**src/rtl/skid_pipeline_pkg.sv**
```systemverilog
// Shared types and helpers for the cascaded skid pipeline.
// Stage state encoding and occupancy counter width.
package skid_pipeline_pkg;

  typedef enum logic [1:0] {
    EMPTY,
    BUSY,
    FULL
  } stage_state_t;

  function automatic int cnt_w(input int depth);
    return $clog2(2 * depth + 1);
  endfunction

endpackage

```
**src/rtl/skid_stage.sv**
```systemverilog
// One skid buffer stage: main register plus skid register.
// Ready and valid are pure decodes of the state register.
module skid_stage
  import skid_pipeline_pkg::*;
#(
  parameter int WIDTH = 32
) (
  input  logic             clk,
  input  logic             rst,
  input  logic             flush,
  input  logic             in_valid,
  output logic             in_ready,
  input  logic [WIDTH-1:0] in_data,
  output logic             out_valid,
  input  logic             out_ready,
  output logic [WIDTH-1:0] out_data
);

  stage_state_t     state;
  logic [WIDTH-1:0] main_q;
  logic [WIDTH-1:0] skid_q;
  logic             in_fire;
  logic             out_fire;

  assign in_ready  = (state != FULL);
  assign out_valid = (state != EMPTY);
  assign out_data  = main_q;
  assign in_fire   = in_valid & in_ready;
  assign out_fire  = out_valid & out_ready;

  always_ff @(posedge clk) begin
    if (rst) begin
      state  <= EMPTY;
      main_q <= '0;
      skid_q <= '0;
    end else if (flush) begin
      state <= EMPTY;
    end else begin
      unique case (state)
        EMPTY: begin
          if (in_fire) begin
            state  <= BUSY;
            main_q <= in_data;
          end
        end
        BUSY: begin
          if (in_fire && out_fire) begin
            main_q <= in_data;
          end else if (in_fire) begin
            state  <= FULL;
            skid_q <= in_data;
          end else if (out_fire) begin
            state <= EMPTY;
          end
        end
        FULL: begin
          if (out_fire) begin
            state  <= BUSY;
            main_q <= skid_q;
          end
        end
        default: state <= EMPTY;
      endcase
    end
  end

endmodule

```
**src/rtl/skid_pipeline.sv**
```systemverilog
// DEPTH cascaded skid stages with a registered occupancy count.
// Flush masks both handshakes so nothing moves in the flush cycle.
module skid_pipeline
  import skid_pipeline_pkg::*;
#(
  parameter int WIDTH = 32,
  parameter int DEPTH = 2
) (
  input  logic                      clk,
  input  logic                      rst,
  input  logic                      flush,
  input  logic                      in_valid,
  output logic                      in_ready,
  input  logic [WIDTH-1:0]          in_data,
  output logic                      out_valid,
  input  logic                      out_ready,
  output logic [WIDTH-1:0]          out_data,
  output logic [cnt_w(DEPTH)-1:0]   count
);

  localparam int CW = cnt_w(DEPTH);

  logic             v [DEPTH+1];
  logic             r [DEPTH+1];
  logic [WIDTH-1:0] d [DEPTH+1];
  logic             in_fire;
  logic             out_fire;
  logic [CW-1:0]    count_q;

  assign v[0]      = in_valid & ~flush;
  assign d[0]      = in_data;
  assign r[DEPTH]  = out_ready;
  assign in_ready  = r[0] & ~flush;
  assign out_valid = v[DEPTH] & ~flush;
  assign out_data  = d[DEPTH];
  assign in_fire   = in_valid & in_ready;
  assign out_fire  = out_valid & out_ready;
  assign count     = count_q;

  for (genvar k = 0; k < DEPTH; k++) begin : g_stage
    skid_stage #(
      .WIDTH(WIDTH)
    ) u_stage (
      .clk      (clk),
      .rst      (rst),
      .flush    (flush),
      .in_valid (v[k]),
      .in_ready (r[k]),
      .in_data  (d[k]),
      .out_valid(v[k+1]),
      .out_ready(r[k+1]),
      .out_data (d[k+1])
    );
  end

  always_ff @(posedge clk) begin
    if (rst || flush) begin
      count_q <= '0;
    end else if (in_fire && !out_fire) begin
      count_q <= count_q + CW'(1);
    end else if (out_fire && !in_fire) begin
      count_q <= count_q - CW'(1);
    end
  end

endmodule
```
**config.mk**
```make
export PLATFORM = sky130hd
export DESIGN_NAME = skid_pipeline
export DESIGN_NICKNAME = d
export VERILOG_FILES = /design/src/rtl/skid_pipeline_pkg.sv /design/src/rtl/skid_stage.sv /design/src/rtl/skid_pipeline.sv
export SDC_FILE = /design/constraint.sdc
export NUM_CORES = 1
export LEC_CHECK = 0
export CORE_UTILIZATION = 59
export DETAILED_ROUTE_END_ITERATION = 10
export PLACE_DENSITY = 0.84
export SLEW_MARGIN = 20
export SYNTH_ARGS = -nofsm -noshare
export SYNTH_HDL_FRONTEND = slang
export SYNTH_HIERARCHICAL = 1
export SYNTH_SLANG_ARGS = --single-unit
```
**constraint.sdc**
```tcl
create_clock -name clk -period 7.1 [get_ports clk]
set_input_delay 0.71 -clock clk [delete_from_list [all_inputs] [get_ports clk]]
set_output_delay 0.71 -clock clk [all_outputs]
set_load 0.03 [all_outputs]
```
; ---- Word level (Yosys, flattened, before mapping)
; Cells that the tools add are included.
[totals]
regBits = 135
in_bits = 37
output_inout_bits = 37
word_cells = 78
[classes]
add_sub_neg = 2
n_eq_ne = 16
muxes = 21
bitwise = 11
n_reduce_logical = 21
[ops]
columns = operator, count
row1 = two-way mux 32 bit, 6
row2 = case mux 32 bit (3 select lines), 2
row3 = two-way mux 2 bit, 9
row4 = AND reduction 4 bit, 4
row5 = case mux 2 bit (3 select lines), 2
row6 = "inequality test 2 x 1 -> 1 bit, second input constant", 5
row7 = "inequality test 2 bit, second input constant", 5
row8 = AND reduction 5 bit, 2
row9 = bitwise AND 1 bit, 8
row10 = two-way mux 3 bit, 2
row11 = nonzero test 2 bit, 3
row12 = nonzero test 3 bit, 2
row13 = "equality test 2 x 1 -> 1 bit, second input constant", 2
row14 = "equality test 2 bit, second input constant", 2
row15 = logical AND 1 bit, 4
row16 = zero test 2 bit, 2
row17 = "adder 3 x 1 -> 3 bit, second input constant", 1
row18 = "inequality test 3 x 1 -> 1 bit, second input constant", 1
row19 = "inequality test 3 x 2 -> 1 bit, second input constant", 1
row20 = inverter 1 bit, 3
row21 = "subtractor 3 x 1 -> 3 bit, second input constant", 1
row22 = zero test 1 bit, 2
row23 = OR reduction 2 bit, 1
row24 = logical OR 1 bit, 1

; ---- Depth between registers and ports, before layout
[logic_depth]
depth_word = 7
ltp_mapped = 10
ltp_nobuf = 9

; ---- Cells and area by module
; Netlist, hierarchy kept.
[modules_own_cells]
columns = module, n_inst, cells_each, area_each_um2, seq_area_each_um2
row1 = skid_stage, 2, 337, 2825.2, 1321.3
row2 = skid_pipeline, 1, 19, 181.4, 60.1

; ---- Worst setup path before layout
; No wires, ideal clock.
[synth_timing]
path_kind = input port to flip-flop
startpoint = input port in_valid
endpoint = register count_q[2] (netlist: count[2])
setup_time_ns = 0.086
arrival_time_ns = 2.307
t_required_ns = 7.014
setup_slack_ns = 4.707
cell_stages = 8
path_buffers = 0
path_cell_list = nor2b_1 -> and2_1 -> ha_1 -> inv_1 -> fa_1 -> xor2_1 -> or3_1 -> a211oi_1
[synth_between]
elab_chain_len = 4
elab_cells_between_ends = 6
cone_classes = 1 x mux / 1 x bitwise / 4 x reduce/logical
[synth_lines]
columns = item, line_no
row1 = "start, declared", skid_pipeline.sv:12  ; input logic in_valid,
row2 = bitwise AND 1 bit *, skid_pipeline.sv:36  ; assign in_fire = in_valid & in_ready;
row3 = zero test 1 bit, skid_pipeline.sv:61  ; end else if (out_fire && !in_fire) begin
row4 = logical AND 1 bit, skid_pipeline.sv:61
row5 = nonzero test 2 bit (no line), n/a
row6 = "end signal, assigned", skid_pipeline.sv:60  ; count_q <= count_q + CW'(1);
row7 = "end signal, assigned", skid_pipeline.sv:62  ; count_q <= count_q - CW'(1);
row8 = "end, declared", skid_pipeline.sv:28  ; logic [CW-1:0] count_q;
; Mark *: on every way between the ends. The rest lies on a longest branch, timed or not.
; A chain may end at the register's enable or synchronous reset.

==> results_dict.tcl <==
set metrics [dict create \
    yosysUniqueCellTypes 28 \
    routed_wl_um 13410 \
    pwr-share-comb 0.051 \
    ys.flop_type "dfxtp_1" \
    drcViolationCount 0 \
    io_pins 74 \
    drt-pass1-iter-count 5 \
    worstPathMaxFanout 35 \
    r2r-start "g_stage[0].u_stage/state[0]" \
    crit_arrival_ns 2.39 \
    overflow 0 \
    crit_type "register to output port" \
    clkPwrFrac 0.528 \
    first_iter_violations 287 \
    rsz0062_at_grt "false" \
    syn_inst 693 \
    placed_area_mm2 0.006476 \
    stdcell_area_mm2 0.007194 \
    core_mm2 0.009415 \
    tns_ns 0 \
    intPower_mw 1.455 \
    clk_latency_ns 0.51 \
    grt_max_degree 124 \
    grt_pass1_wl_um 21750 \
    dpl.hpwl_um 7781 \
    yosysWarnings 6 \
    clock_skew_ns 0.007611 \
    ir_drop_v 0.0001683 \
    hp-class "register to register" \
    crit_required_ns 6.39 \
    fp.dieW_um 101.4 \
    worst_pin_slew_ns 0.8991 \
    vias 5039 \
    status "finished clean" \
    syn2layout_area_growth_pct 23.36 \
    slew_headroom 0.4006 \
    p_switching_mw 0.3830 \
    cts-root-buf "clkbuf_8" \
    fin_crit_sh 0.4364 \
    gp_congestion 0.7440 \
    drv_cap 0 \
    period_minus_slack_ns 3.099 \
    hold_violations 0 \
    clock_sinks 135 \
    fin_nets 770 \
    track_usage 0.2688 \
    maxSlewViolCount 0 \
    setup_viol 0 \
    synth_edf_count 0 \
    final_core_util 0.7641 \
    drt.antenna.violating_nets 0 \
    cts_resized 0 \
    dieArea_mm2 0.01029 \
    place.port_buffers 73 \
    crit_path_start "g_stage[0].u_stage/state[0]" \
    h-tree-depth 4 \
    hp-start "g_stage[0].u_stage/skid_q[26]" \
    mappedNetlistNets 732 \
    antenna_found_initial 0 \
    cts_setup_buffers 0 \
    grt_pass1_vias 4486 \
    cts_tree "yes" \
    ys_async_sr_fraction 0 \
    syn_area_mm2 0.005832 \
    floorplan.initialDensity 0.6194 \
    cts_inserted_buffers 17 \
    nFillCells 659 \
    p_leak_nw 2.762 \
    seq_area_frac_synth 0.4634 \
    viasPerCell 5.779 \
    ys_seq_elements 135 \
    rows 35 \
    fmax_ghz 0.3227 \
    cts_hold_buf 0 \
    num_antenna_cells 0 \
    drive_gt1_frac 0.06729 \
    cp-end-kind "output port" \
    cts.path.max_buffers 2 \
    p_seq_frac 0.421 \
    clk_pin_slew_worst_paths_ns 0.06 \
    p_per_area_mw_per_mm2 255.5 \
    worstSetupStartpointType "register" \
    die_h_um 101.4 \
    swShare 0.2084 \
    avgRoutedWirePerCell_um 15.38 \
    avgSynthCellArea_um2 8.415 \
]
## power by group through the flow
| stage | Clock [mW] | Sequential (mW) | Combinational [mW] |
|---|---|---|---|
| after floorplan | 0 | 0.789 | 0.0500 |
| after global placement | 0 | 0.788 | 0.0859 |
| after detailed placement | 0 | 0.789 | 0.0888 |
| after CTS | 0.978 | 0.773 | 0.0896 |
| after global routing | 1.01 | 0.773 | 0.103 |
| final | 0.970 | 0.773 | 0.0946 |
## flip-flops by register name (all words and copies together), names as in the netlist
register	flops
count	3
g_stage.u_stage/out_data	64
g_stage.u_stage/skid_q	64
g_stage.u_stage/state	4
## placed cells by master, fill, tap and decap left out, drive strengths merged, types with 10 or more instances in the layout
cell           instances
dfxtp                135
nand2                133
a21oi                132
clkdlybuf4s50         71
or3                   67
mux2i                 65
o21ai                 65
clkbuf                19
buf                   10
## per-stage QoR
stage | cells | worst slack (ns) | hold WS (ns) | power [mW]
3_5_place_dp | 839 | 3.506 | 0.4456 | 0.8777
6_report | 872 | 4.001 | 0.4517 | 1.838
5_1_grt | 872 | 3.887 | 0.4673 | 1.891
4_1_cts | 870 | 3.989 | 0.4538 | 1.840
3_3_place_gp | 839 | 3.682 | 0.4400 | 0.8743
2_1_floorplan | 693 | 4.707 | 0.4357 | 0.8387
## logic make-up (layout without fill, tap and decap cells)
family | Yosys count | in the layout | share of synthesized area
flops | 135 | 135 | 0.4634
compound gates | 204 | 204 | 0.1828
fa+ha+maj | 2 | 2 | 0.005578
mux | 65 | 65 | 0.1116
buf+inv | 63 | 113 | 0.05084
xor+xnor | 2 | 2 | 0.003004
simple gates | 222 | 222 | 0.1828
## path summary, 6_finish.rpt
path / depth (start not counted) / to / slack [ns]
worst max-delay path: 4 / in_ready / 4.00
worst min-delay path: 2 / g_stage[0].u_stage/skid_q[26] / 0.45
worst max register to register: 9 / count[2] / 4.41
worst min register to register: 2 / g_stage[0].u_stage/skid_q[26] / 0.45
## synthesized netlist by cell type, drive strengths merged, types with 2 or more instances
| cell | instances | area share |
|---|---|---|
| or2 | 2 | 0.0021 |
| buf | 14 | 0.019 |
| xor2 | 2 | 0.0030 |
| nand2 | 133 | 0.086 |
| nand2b | 6 | 0.0064 |
| nor2b | 3 | 0.0032 |
| a21oi | 132 | 0.12 |
| dfxtp | 135 | 0.46 |
| o22a | 2 | 0.0030 |
| o21a | 2 | 0.0026 |
| nor3 | 6 | 0.0069 |
| a2111oi | 2 | 0.0030 |
| or3 | 67 | 0.072 |
| and2b | 2 | 0.0026 |
| mux2i | 65 | 0.11 |
| o21ai | 65 | 0.056 |
| clkbuf | 48 | 0.031 |
| and3b | 2 | 0.0030 |
## critical path, stage by stage, from the launching register on
cell and delay [ns]:
dfxtp_1 0.40, nand2b_2 0.14, buf_4 0.46, nor2b_1 0.20
clkdlybuf4s50_1 0.67
## metal layers
layer | routed length, um | GRT usage | vias to the layer above
met5 | 0 | 0 | -
met4 | 175 | 0.09142 | 0
met3 | 712 | 0.05452 | 21
met2 | 6375 | 0.4144 | 157
met1 | 6150 | 0.3767 | 2381
li1 | - | - | 2480
## layout make-up
cell class	instances	area [um^2]	share of cell area
timing repair buffer	81	829.5	0.1153
clock inverter	12	225.2	0.03130
inverter	1	3.754	0.0005217
tap	129	161.4	0.02243
clock buffer	19	431.7	0.06000
multi-input combinational	495	2840	0.3948
sequential	135	2703	0.3757
No activity file was read; power rests on OpenSTA's default activity.
